===== config.mk =====
export PLATFORM = sky130hd
export DESIGN_NAME = rr_lease_arbiter
export DESIGN_NICKNAME = d
export VERILOG_FILES = /design/src/rtl/rr_lease_arbiter.sv
export SDC_FILE = /design/constraint.sdc
export NUM_CORES = 1
export LEC_CHECK = 0
export BUFFER_PORTS_ARGS = -buffer_cell sky130_fd_sc_hd__buf_2
export CAP_MARGIN = 20
export CORE_MARGIN = 4
export CORE_UTILIZATION = 42
export DETAILED_ROUTE_END_ITERATION = 16
export HOLD_SLACK_MARGIN = 0.05
export PLACE_DENSITY = 0.74
export SLEW_MARGIN = 40
export SYNTH_ARGS = -nofsm -noshare
export SYNTH_HDL_FRONTEND = slang
export SYNTH_SLANG_ARGS = --single-unit

===== constraint.sdc =====
create_clock -name clk -period 1.9 [get_ports clk]
set_input_delay 0.19 -clock clk [delete_from_list [all_inputs] [get_ports clk]]
set_output_delay 0.19 -clock clk [all_outputs]
set_load 0.01 [all_outputs]

===== src/rtl/rr_lease_arbiter.sv =====
// Four-requester round-robin lease arbiter: grant held until release, one dead cycle between grants.
// Optional tenure timeout with force-revoke and expired mask is compiled in by defining LEASE_TIMEOUT_EN.
module rr_lease_arbiter #(
    parameter int HOLD_MAX = 15,
    parameter int CNT_W    = 4
) (
    input  logic       clk,
    input  logic       reset,
    input  logic [3:0] req,
    output logic [3:0] grant,
    output logic [1:0] grant_id,
    output logic       busy,
    output logic       revoke
);

    typedef enum logic [1:0] {
        ST_IDLE  = 2'd0,
        ST_GRANT = 2'd1,
        ST_GAP   = 2'd2
    } state_e;

    state_e     state_q;
    logic [1:0] ptr_q;
    logic [3:0] grant_q;
    logic [1:0] grant_id_q;
    logic       busy_q;

    logic [3:0] elig_s;
    logic [7:0] elig_dbl_s;
    logic [3:0] elig_rot_s;
    logic [1:0] off_s;
    logic [1:0] sel_s;
    logic       any_elig_s;

`ifdef LEASE_TIMEOUT_EN
    localparam logic [CNT_W-1:0] CNT_LAST = CNT_W'(HOLD_MAX - 1);

    logic [CNT_W-1:0] cnt_q;
    logic [3:0]       xm_q;
    logic             revoke_q;

    assign elig_s = req & ~xm_q;
    assign revoke = revoke_q;
`else
    logic [31:0] cfg_unused_s;

    assign cfg_unused_s = 32'(HOLD_MAX + CNT_W);
    assign elig_s       = req;
    assign revoke       = 1'b0;
`endif

    // Rotate eligibility so bit 0 is the requester at ptr, then pick the lowest set bit.
    assign elig_dbl_s = {elig_s, elig_s};
    assign elig_rot_s = elig_dbl_s[ptr_q +: 4];
    assign any_elig_s = |elig_s;
    assign sel_s      = ptr_q + off_s;

    // Priority encoder over the rotated eligibility vector.
    always_comb begin
        off_s = 2'd0;
        casez (elig_rot_s)
            4'b???1: off_s = 2'd0;
            4'b??10: off_s = 2'd1;
            4'b?100: off_s = 2'd2;
            4'b1000: off_s = 2'd3;
            default: off_s = 2'd0;
        endcase
    end

    // Lease FSM with registered grant, grant_id, busy and revoke.
    always_ff @(posedge clk or negedge reset) begin
        if (!reset) begin
            state_q    <= ST_IDLE;
            ptr_q      <= 2'd0;
            grant_q    <= 4'b0000;
            grant_id_q <= 2'd0;
            busy_q     <= 1'b0;
`ifdef LEASE_TIMEOUT_EN
            cnt_q      <= '0;
            xm_q       <= 4'b0000;
            revoke_q   <= 1'b0;
`endif
        end else begin
`ifdef LEASE_TIMEOUT_EN
            revoke_q <= 1'b0;
            // A requester seen low is forgiven; a timeout below re-marks its own bit.
            xm_q     <= xm_q & req;
`endif
            case (state_q)
                ST_IDLE, ST_GAP: begin
                    if (any_elig_s) begin
                        state_q    <= ST_GRANT;
                        grant_q    <= 4'b0001 << sel_s;
                        grant_id_q <= sel_s;
                        ptr_q      <= sel_s + 2'd1;
                        busy_q     <= 1'b1;
`ifdef LEASE_TIMEOUT_EN
                        cnt_q      <= '0;
`endif
                    end else begin
                        state_q    <= ST_IDLE;
                        grant_q    <= 4'b0000;
                        grant_id_q <= 2'd0;
                        busy_q     <= 1'b0;
                    end
                end
                ST_GRANT: begin
                    if (!req[grant_id_q]) begin
                        state_q    <= ST_GAP;
                        grant_q    <= 4'b0000;
                        grant_id_q <= 2'd0;
                        busy_q     <= 1'b0;
`ifdef LEASE_TIMEOUT_EN
                    end else if (cnt_q == CNT_LAST) begin
                        state_q          <= ST_GAP;
                        grant_q          <= 4'b0000;
                        grant_id_q       <= 2'd0;
                        busy_q           <= 1'b0;
                        revoke_q         <= 1'b1;
                        xm_q[grant_id_q] <= 1'b1;
                    end else begin
                        cnt_q <= cnt_q + CNT_W'(1);
`else
                    end else begin
                        state_q <= ST_GRANT;
`endif
                    end
                end
                default: begin
                    state_q    <= ST_IDLE;
                    grant_q    <= 4'b0000;
                    grant_id_q <= 2'd0;
                    busy_q     <= 1'b0;
                end
            endcase
        end
    end

    assign grant    = grant_q;
    assign grant_id = grant_id_q;
    assign busy     = busy_q;

endmodule


==> results.sh <==
export IMPL_critPathLaunchType="flop"
export IMPL_final_util=0.6145
export IMPL_period_needed_ps=1838
export IMPL_syn_inst=62
export IMPL_ant_nets=0
export IMPL_p_switching_mw=0.6034
export IMPL_clk_latency_ps=270
export IMPL_via_per_inst=5.674
export IMPL_io_buffers=12
export IMPL_pwr_share_comb=0.609
export IMPL_synth_top_area_share=0.4223
export IMPL_tritoncts="built"
export IMPL_cp_arrival_ps=2000
export IMPL_rows=13
export IMPL_nFillCells=121
export IMPL_grt_max_degree=12
export IMPL_netlist_top_cells_area="dfrtp_1 42%, ha_1 9.6%, a22o_2 6.1%"
export IMPL_max_slew_margin=0.6530
export IMPL_hp_class="in -> async"
export IMPL_fp_dieArea_mm2=0.002246
export IMPL_finalPower_mw=1.487
export IMPL_cts_sinks=11
export IMPL_async_reset_ff_frac=1.000
export IMPL_final_layout_size_suffix_gt1_frac=0.4750
export IMPL_period_share=0.9673
export IMPL_cts_buffers=3
export IMPL_drt_iter0_drc=1
export IMPL_r2r_slack_ps=60
export IMPL_ys_seq_area_frac=0.4223
export IMPL_status="finished clean"
export IMPL_peakVddDrop_mv=1.089
export IMPL_rsz0062_at_grt="yes"
export IMPL_wl_met1_um=678
export IMPL_r2r_cells=7
export IMPL_ys_ff_latch=11
export IMPL_routabilityCongestion=0.7188
export IMPL_setup_viol=0
export IMPL_yosysMostFrequentCell="dfrtp_1"
export IMPL_r2r_end="grant[0]"
export IMPL_route_met2_wl_um=659
export IMPL_critPathKind="reg -> reg"
export IMPL_met3_wirelength_um=54
export IMPL_place_inst=89
export IMPL_grt_pass1_vias=557
export IMPL_antenna_found_initial=0
export IMPL_synth_fp_nets=73
export IMPL_track_usage=0.1478
export IMPL_start_util=0.4715
export IMPL_max_freq_mhz=544.1
export IMPL_num_vias=539
export IMPL_power_share_clock=0.108
export IMPL_drt_pre_antenna_iters=4
export IMPL_wire_per_inst_um=14.87
export IMPL_p_int_mw=0.8836
export IMPL_ys_types=30
export IMPL_cts_root_buf="clkbuf_4"
export IMPL_area_delta_synth_final_pct=30.33
export IMPL_r2r_start="ptr_q[1]"
export IMPL_synth_top_cell_by_area="dfrtp_1"
export IMPL_synth_area_per_cell_um2=10.51
export IMPL_drc=0
export IMPL_synth_edf_count=0
export IMPL_swShare=0.4058
export IMPL_top_layer="met4"
export IMPL_clkTransAtPathRegs_ps=70
export IMPL_finalNonFillerCells=95
export IMPL_drv_cap=0
export IMPL_worstSetupEndpointType="flop"
export IMPL_synth_common_cells="11 x dfrtp_1, 7 x nand2_1, 6 x o21ai_0, 5 x ha_1, 4 x a22o_2"
export IMPL_finalMaxSlewViolations=0
export IMPL_io_pins=14
export IMPL_dieHeight_um=47.40
export IMPL_worst_pin_slew_ps=518.5
export IMPL_dp_hpwl_um=954.3
export IMPL_clk_path_buf_depth=2
export IMPL_grt_pass1_wl_mm=2.352
export IMPL_synth_cell_area_um2=651.9
export IMPL_leakage_nw=0.3942
export IMPL_wl_mm=1.413
export IMPL_layout_nets=92
export IMPL_htree_num_levels=1
export IMPL_seqPwrFrac=0.283
export IMPL_die_w_um=47.40
export IMPL_required_ps=2060
export IMPL_antenna_cells=0
export IMPL_hold_viol=0
export IMPL_grt_ovfl_total=0
export IMPL_powerDensity_mw_per_mm2=1750
export IMPL_fp_coreArea_mm2=0.001383
export IMPL_finClkSkew_ps=6.169
export IMPL_ys_warn_count=0
export IMPL_fin_hold_ws_ps=306.2
export IMPL_synth_flop_cell="dfrtp_1"
export IMPL_cp_max_fo=4
state kept, by name (all words and copies together) (netlist names):
name / cells
state_q: 2
grant: 4
busy: 1
ptr_q: 2
grant_id: 2
critical path, cell delays in order, from the launching register on:
cell	delay, ps
dfrtp_1	410
buf_6	130
o21ai_0	70
a32o_2	250
or2_4	270
xor2_2	170
ha_1	200
a22o_2	230
cell usage in the layout (no fill, tap or decap), types with 2 or more instances in the layout:
| cell type | netlist | routed |
|---|---|---|
| dfrtp_1 | 11 | 11 |
| a22o_2 | 4 | 4 |
| buf_4 | 1 | 2 |
| nor2_1 | 3 | 3 |
| ha_2 | 0 | 2 |
| clkbuf_4 | 0 | 3 |
| inv_1 | 3 | 2 |
| o21ai_0 | 6 | 4 |
| ha_4 | 0 | 2 |
| nand2_1 | 7 | 7 |
| buf_2 | 0 | 12 |
through the flow:
stage / area [µm²] / setup WS, ps / TNS, ps
2_1_floorplan: 651.9 / 66.01 / 0
3_3_place_gp: 726.9 / 26.25 / 0
3_5_place_dp: 726.9 / -63.64 / -82.05
4_1_cts: 773.2 / 4.346 / 0
5_1_grt: 849.6 / -17.70 / -33.75
6_report: 849.6 / 62.22 / 0
final cells by class:
| cell class | instances | area [µm²] | area share |
|---|---|---|---|
| well taps | 15 | 18.77 | 0.02209 |
| flip-flops and latches | 11 | 275.3 | 0.3240 |
| inverters | 3 | 11.26 | 0.01325 |
| repair buffers | 16 | 96.34 | 0.1134 |
| clock buffers | 4 | 26.28 | 0.03093 |
| multi-input cells | 46 | 421.7 | 0.4963 |
worst max path at each step:
stage	from	end	slack (ps)	depth (start not counted)
global route	ptr_q[1]	ptr_q[1]	-20	8
floorplan	ptr_q[1]	grant[0]	70	7
CTS	ptr_q[1]	grant[1]	4	7
detailed placement	req[0]	ptr_q[1]	-60	10
global placement	req[0]	grant[2]	30	9
finish	ptr_q[1]	grant[0]	60	7
cell families (layout without fill, tap and decap cells):
family / count (synthesis) / in the layout / synth area share
muxes: 1 / 1 / 0.03455
adders and majority gates: 6 / 6 / 0.1113
and+or+nand+nor: 19 / 19 / 0.1555
AOI/OAI and AO/OA: 17 / 17 / 0.1977
xor gates and xnor gates: 2 / 2 / 0.02688
DFF: 11 / 11 / 0.4223
other: 1 / 1 / 0.005753
buffers and inverters: 5 / 23 / 0.04607
power groups by stage:
stage          Sequential [mW]  Combinational, mW  Clock, mW
6_report                 0.420              0.906      0.160
5_1_grt                  0.435               1.01      0.175
4_1_cts                  0.406              0.726      0.165
3_5_place_dp             0.411              0.690          0
3_3_place_gp             0.404              0.673          0
2_1_floorplan            0.423              0.490          0
routing by layer:
metal	vias to the layer above	GRT usage
met5	-	0
met4	0	0.06630
met2	14	0.2273
met3	2	0.02299
li1	259	-
met1	264	0.2033
repair_timing:
| action | 4_1_cts | 5_1_grt |
|---|---|---|
| setup buffers | 0 | 1 |
| resized for setup | 2 | 15 |
| hold buffers | 1 | 0 |
| setup endpoints to repair | 4 | 6 |
| endpoints found under the hold margin | 11 | 0 |
| pin swaps | 0 | 7 |
Power figures use the tool's default switching activity.
